File: src/rtl/can_tx_message_selector.sv
// ---------------------------------------------------------------------------
// can_tx_message_selector
// Picks the next TX message (HPB before FIFO), reads it as one 128-bit word,
// holds it for the bit stream processor, and handles done / error-retry /
// arbitration-loss outcomes. Single clock domain (i_sys_clk). All outputs
// are registered.
//
// Ports:
//   i_sys_clk, i_reset              clock, async active-high reset
//   i_enable                        gates new fetches in IDLE only
//   i_txhpb_full / i_txhpb_r_data   HPB status and read data
//   o_txhpb_r_en                    one-cycle HPB pop strobe
//   i_tx_fifo_empty / i_tx_fifo_r_data  FIFO status and read data
//   o_tx_fifo_r_en                  one-cycle FIFO pop strobe
//   o_tx_message / o_tx_valid       message presented to the BSP
//   i_tx_done / i_tx_arb_lost / i_tx_error  BSP outcome pulses
//   o_tx_src_hpb                    current message came from the HPB
//   o_txbsy                         message in flight
//   o_tx_ok / o_tx_drop             completion / give-up pulses
//   o_retry_cnt                     error retries of the current message
// ---------------------------------------------------------------------------
module can_tx_message_selector #(
  parameter int MAX_RETRIES = 0,
  parameter int RETRY_CNT_W = 4
) (
  input  logic                   i_sys_clk,
  input  logic                   i_reset,
  input  logic                   i_enable,
  input  logic                   i_txhpb_full,
  input  logic [127:0]           i_txhpb_r_data,
  output logic                   o_txhpb_r_en,
  input  logic                   i_tx_fifo_empty,
  input  logic [127:0]           i_tx_fifo_r_data,
  output logic                   o_tx_fifo_r_en,
  output logic [127:0]           o_tx_message,
  output logic                   o_tx_valid,
  input  logic                   i_tx_done,
  input  logic                   i_tx_arb_lost,
  input  logic                   i_tx_error,
  output logic                   o_tx_src_hpb,
  output logic                   o_txbsy,
  output logic                   o_tx_ok,
  output logic                   o_tx_drop,
  output logic [RETRY_CNT_W-1:0] o_retry_cnt
);

  typedef enum logic [1:0] {
    IDLE    = 2'd0,
    FETCH   = 2'd1,
    PRESENT = 2'd2,
    RETRY   = 2'd3
  } state_t;

  localparam logic [RETRY_CNT_W:0] MAX_R = (RETRY_CNT_W + 1)'(MAX_RETRIES);

  state_t state;
  // Read data is valid the cycle after the strobe, so FETCH spends its first
  // cycle waiting while the strobe is visible and captures on the second.
  logic   fetch_wait;

  logic [RETRY_CNT_W:0] retry_next;
  logic                 err_limit;
  logic                 cnt_sat;

  // One extra bit so the compare against MAX_RETRIES cannot wrap.
  assign retry_next = {1'b0, o_retry_cnt} + {{RETRY_CNT_W{1'b0}}, 1'b1};
  assign err_limit  = (MAX_RETRIES != 32'sd0) && (retry_next == MAX_R);
  assign cnt_sat    = &o_retry_cnt;

  // Selector FSM with all outputs registered.
  always_ff @(posedge i_sys_clk or posedge i_reset) begin
    if (i_reset) begin
      state          <= IDLE;
      fetch_wait     <= 1'b0;
      o_txhpb_r_en   <= 1'b0;
      o_tx_fifo_r_en <= 1'b0;
      o_tx_message   <= 128'h0;
      o_tx_valid     <= 1'b0;
      o_tx_src_hpb   <= 1'b0;
      o_txbsy        <= 1'b0;
      o_tx_ok        <= 1'b0;
      o_tx_drop      <= 1'b0;
      o_retry_cnt    <= {RETRY_CNT_W{1'b0}};
    end else begin
      // Strobes and status pulses last a single cycle.
      o_txhpb_r_en   <= 1'b0;
      o_tx_fifo_r_en <= 1'b0;
      o_tx_ok        <= 1'b0;
      o_tx_drop      <= 1'b0;
      case (state)
        IDLE: begin
          if (i_enable && i_txhpb_full) begin
            o_txhpb_r_en <= 1'b1;
            o_tx_src_hpb <= 1'b1;
            o_txbsy      <= 1'b1;
            fetch_wait   <= 1'b1;
            state        <= FETCH;
          end else if (i_enable && !i_tx_fifo_empty) begin
            o_tx_fifo_r_en <= 1'b1;
            o_tx_src_hpb   <= 1'b0;
            o_txbsy        <= 1'b1;
            fetch_wait     <= 1'b1;
            state          <= FETCH;
          end else begin
            state <= IDLE;
          end
        end
        FETCH: begin
          if (fetch_wait) begin
            fetch_wait <= 1'b0;
          end else begin
            o_tx_message <= o_tx_src_hpb ? i_txhpb_r_data : i_tx_fifo_r_data;
            o_retry_cnt  <= {RETRY_CNT_W{1'b0}};
            o_tx_valid   <= 1'b1;
            state        <= PRESENT;
          end
        end
        PRESENT: begin
          // Coinciding events resolve as done > error > arbitration loss.
          if (i_tx_done) begin
            o_tx_valid <= 1'b0;
            o_tx_ok    <= 1'b1;
            o_txbsy    <= 1'b0;
            state      <= IDLE;
          end else if (i_tx_error) begin
            o_tx_valid <= 1'b0;
            if (err_limit) begin
              o_tx_drop <= 1'b1;
              o_txbsy   <= 1'b0;
              state     <= IDLE;
            end else begin
              if (!cnt_sat) begin
                o_retry_cnt <= retry_next[RETRY_CNT_W-1:0];
              end else begin
                o_retry_cnt <= o_retry_cnt;
              end
              state <= RETRY;
            end
          end else if (i_tx_arb_lost) begin
            o_tx_valid <= 1'b0;
            state      <= RETRY;
          end else begin
            state <= PRESENT;
          end
        end
        RETRY: begin
          // Same message goes back out; no re-read and no preemption.
          o_tx_valid <= 1'b1;
          state      <= PRESENT;
        end
        default: begin
          o_tx_valid <= 1'b0;
          o_txbsy    <= 1'b0;
          fetch_wait <= 1'b0;
          state      <= IDLE;
        end
      endcase
    end
  end

endmodule

File: config.mk
export PLATFORM = sky130hd
export DESIGN_NAME = can_tx_message_selector
export DESIGN_NICKNAME = d
export VERILOG_FILES = /design/src/rtl/can_tx_message_selector.sv
export SDC_FILE = /design/constraint.sdc
export NUM_CORES = 1
export LEC_CHECK = 0
export BUFFER_PORTS_ARGS = -buffer_cell sky130_fd_sc_hd__buf_4
export CORE_AREA = 2 2 155 157
export CTS_BUF_LIST = sky130_fd_sc_hd__clkbuf_8
export CTS_CLUSTER_SIZE = 40
export DETAILED_ROUTE_END_ITERATION = 8
export DIE_AREA = 0 0 157 159
export GPL_TIMING_DRIVEN = 1
export HOLD_SLACK_MARGIN = 0.02
export PLACE_DENSITY = 0.67
export SLEW_MARGIN = 20
export SYNTH_ARGS = -nofsm -noshare
export SYNTH_HDL_FRONTEND = slang
export SYNTH_SLANG_ARGS = --single-unit
File: constraint.sdc
create_clock -name i_sys_clk -period 12.87 [get_ports i_sys_clk]
set_input_delay 2.574 -clock i_sys_clk [delete_from_list [all_inputs] [get_ports i_sys_clk]]
set_output_delay 2.574 -clock i_sys_clk [all_outputs]
set_load 0.01 [all_outputs]
==> results.txt <==
----------------------------------------------------
[Clocking]
  Clock transition at the registers of the reported paths ... 90 ps
  Setup bufs post-CTS ... 0
  Hold-fix buffer count after cts ... 0
  TritonCTS clock tree ... built
  Sink count of the clock tree ... 141
  CTS-repair resized insts ... 0
  Maximum number of buffers from clock root to sink ... 2
  Number of CTS-inserted buffers ... 17
  # H-tree levels ... 4
  Clk Latency, worst-skew pair ... approximately 430 ps
  Clk Tree Root Cell ... sky130_fd_sc_hd__clkbuf_8

[Finish]
  Ratio of cells with drive above 1 in the final layout ... 43.6%
  Synthesis-to-finish area growth ... 55.8%
  Share of the core filled with cells in the final layout ... 43.3%
  Final Instance Count excl. Fillers ... 1,330
  Most common cell after layout, fill and taps aside ... sky130_fd_sc_hd__buf_4
  Most frequent cells in the layout ... sky130_fd_sc_hd__buf_4 (407), sky130_fd_sc_hd__dfrtp_1 (140), sky130_fd_sc_hd__nor2_1 (131)
  Post-layout nets ... 1,264
  Antenna cells ... 0

[Floorplan]
  Die Footprint ... 0.0250 mm2
  IO Count ... 403
  Site Rows ... 56
  Die X-Extent ... 157 um
  Starting density of the core ... 27.8%
  Height of the chip ... 159 um
  Core area ... 0.0232 mm2

[Power and ir drop]
  Worst IR drop on VDD ... 107 uV
  Leakage power of the design ... 4.92 nW
  Pwr Total ... roughly 2.2 mW
  Pwr/cell area ... between 200 and 250 mW/mm2

[Timing]
  Final total negative setup slack ... 0 ps
  Setup repair after global routing missed its margin ... no
  Number of pins with negative max-slew slack in the final report ... 0
  Final-report setup violation count ... 0
  Worst slew margin relative to its limit ... around a third
  Worst Max-Slew Pin Slew ... 1000 ps
  Ratio of final minimum period to clock period ... 29.4%
  Achievable clock frequency ... 0.264 GHz
  Clock Skew ... 14.6 ps
  Shortest period the worst path allows ... approximately 3800 ps
  Final count of hold timing violations ... 0
  Least setup slack across all paths after layout ... 9090 ps

[Worst setup path]
  Largest fanout on the critical path ... 14
  Startpoint types ... flip-flop
  Kind of critical path ... flip-flop to primary output
  Critical-path cell with the highest stage delay ... sky130_fd_sc_hd__dfrtp_4
  Startpoint of the worst register-to-register path ... state[0]
  Setup crit end kind ... primary output
  Arrival time at the worst endpoint ... between 1000 and 1500 ps
  Critical path's largest stage delay ... 600 ps
  Depth of the most critical reg-to-reg path ... 5
  Buf+Inv Stages, Crit Path ... 1
  Required time of the critical path ... between 10,000 and 15,000 ps
  Family with the most delay on the worst path ... flip-flops
  Start point of the critical path ... o_tx_src_hpb
  Worst reg-to-reg setup slack ... around 10000 ps
  Endpoint of the worst-slack reg-to-reg timing path ... o_tx_message[14]
  CP cell instances ... buf_4

[Synth]
  Post-Syn Nets ... 883
  Count of different cell masters after synthesis ... 29
  Number of warnings printed during yosys synthesis ... 0
  Library cell occupying the most area in the post-synthesis netlist ... sky130_fd_sc_hd__dfrtp_1
  Post-synth top area share ... 54.7%
  Post-Syn Area per Cell ... 10.4 um2
  Yosys reg bits ... 141
  Sequential share of the synthesized area ... 54.7%
  Synth area leaders ... sky130_fd_sc_hd__dfrtp_1 (55%), sky130_fd_sc_hd__mux2i_1 (20%), sky130_fd_sc_hd__a21oi_1 (10%)
  Mapped Cells ... 618
  Synth Cell Area ... 0.00645 mm2

[Hold path]
  Hold Path Cell Cnt ... 2
  Worst Hold End ... o_tx_message[63]
  Min-delay worst type ... flip-flop to flip-flop
  Source of the worst hold timing path ... o_tx_message[63]

[Placement]
  Placed Instances ... 1,299
  Routability Congestion ... 0.819
  Placement-stage worst setup slack ... 8600 ps
  PortBufs ... ~400
  HPWL after detailed placement ... roughly 15 mm

[Global routing]
  Number of antenna violations at the first check in global routing ... 0
  Maximum number of pins on one net before global-route repair ... 112
  Total Routing Usage GR ... roughly 15%
  Wire length of the first global-routing pass ... 29.4 mm
  Via count of the first global-routing pass ... 5,709
  Aggregate global routing overflow ... 0

[Detailed routing]
  Post-Route WL ... 19.6 mm
  DRC viols ... 0
  Count of TritonRoute iterations in the first routing pass ... 4
  Wirelength per Cell ... 14.7 um
  Number of antenna-violating nets in the routed design ... 0
  Iteration-0 DRC Markers ... 228
  Via density ... 4.36
  Number of vias in the routed layout ... 5,805

[Run status]
  Run status ... finished clean

[Flow run]
  Max-cap violations ... 0

----------------------------------------------------
state kept, by name, summed over array words and instances, names as in the netlist:
name            count
fetch_wait          1
o_retry_cnt         4
o_tx_fifo_r_en      1
o_tx_message      128
o_tx_ok             1
o_tx_src_hpb        1
o_tx_valid          1
o_txbsy             1
o_txhpb_r_en        1
state               2
report_power, final:
part	switching (mW)	total [mW]	internal, mW
logic	0.544	1.08	0.532
clock network	0.174	0.326	0.152
registers	0.122	0.764	0.642
kinds of logic (layout without fill, tap and decap cells):
family | Yosys count | after routing | synth area share (%)
mux | 129 | 129 | 20.0
simple gates | 150 | 150 | 9.57
other cells | 1 | 1 | 0.0582
compound gates | 143 | 143 | 11.5
fa+ha+maj | 1 | 1 | 0.194
flops | 141 | 141 | 54.7
buf+inv | 53 | 446 | 3.94
cell usage after synthesis:
master                      number
sky130_fd_sc_hd__nor3b_1         1
sky130_fd_sc_hd__a21o_1          1
sky130_fd_sc_hd__a21oi_1       129
sky130_fd_sc_hd__o21ai_0         5
sky130_fd_sc_hd__o31ai_1         2
sky130_fd_sc_hd__conb_1          1
sky130_fd_sc_hd__buf_2          38
sky130_fd_sc_hd__or3_1           1
sky130_fd_sc_hd__nand2_1         5
sky130_fd_sc_hd__o2bb2ai_1       2
sky130_fd_sc_hd__and4bb_2        1
sky130_fd_sc_hd__mux2i_1       129
sky130_fd_sc_hd__ha_1            1
sky130_fd_sc_hd__nor3b_4         1
sky130_fd_sc_hd__and2_1          2
sky130_fd_sc_hd__clkbuf_1        5
sky130_fd_sc_hd__inv_1           8
sky130_fd_sc_hd__nor2b_1         1
sky130_fd_sc_hd__a31oi_1         1
sky130_fd_sc_hd__or3b_2          1
sky130_fd_sc_hd__nand3_1         2
sky130_fd_sc_hd__o211ai_1        1
sky130_fd_sc_hd__buf_4           2
sky130_fd_sc_hd__nor2_1        131
sky130_fd_sc_hd__dfrtp_1       141
sky130_fd_sc_hd__a22o_1          1
sky130_fd_sc_hd__a41oi_1         1
sky130_fd_sc_hd__nand2b_1        3
sky130_fd_sc_hd__nor3_1          1
final cells by class:
type | count | area (um2)
timing repair buffer | 407 | 3060
multi-input combinational | 424 | 2670
inverter | 8 | 35.0
fill | 2301 | 13100
clock buffer | 17 | 234
sequential | 141 | 3530
tap | 319 | 399
clock inverter | 14 | 123
worst max-delay path by stage:
stage,slack (ps),cells past startpoint,to
after floorplan,6510,1,fetch_wait
final,9090,1,o_tx_src_hpb
after detailed placement,8600,3,o_tx_src_hpb
after global placement,8620,3,o_tx_src_hpb
after global routing,8910,3,o_tx_src_hpb
after CTS,9030,1,o_tx_src_hpb
metal layers:
layer	GRT usage [%]	wire [um]	share of wire, %
met5	0	0	0
met1	17.4	7870	40
met3	4.41	1500	7.6
met2	26.5	9790	50
met4	5.09	406	2.1
per-stage QoR:
step / area (um2) / hold slack (ps)
after floorplan: 6450 / 549
after global placement: 9690 / 507
after detailed placement: 9690 / 520
after CTS: 10000 / 539
after global routing: 10000 / 552
final: 10000 / 533
No activity file was read; power rests on OpenSTA's default activity.
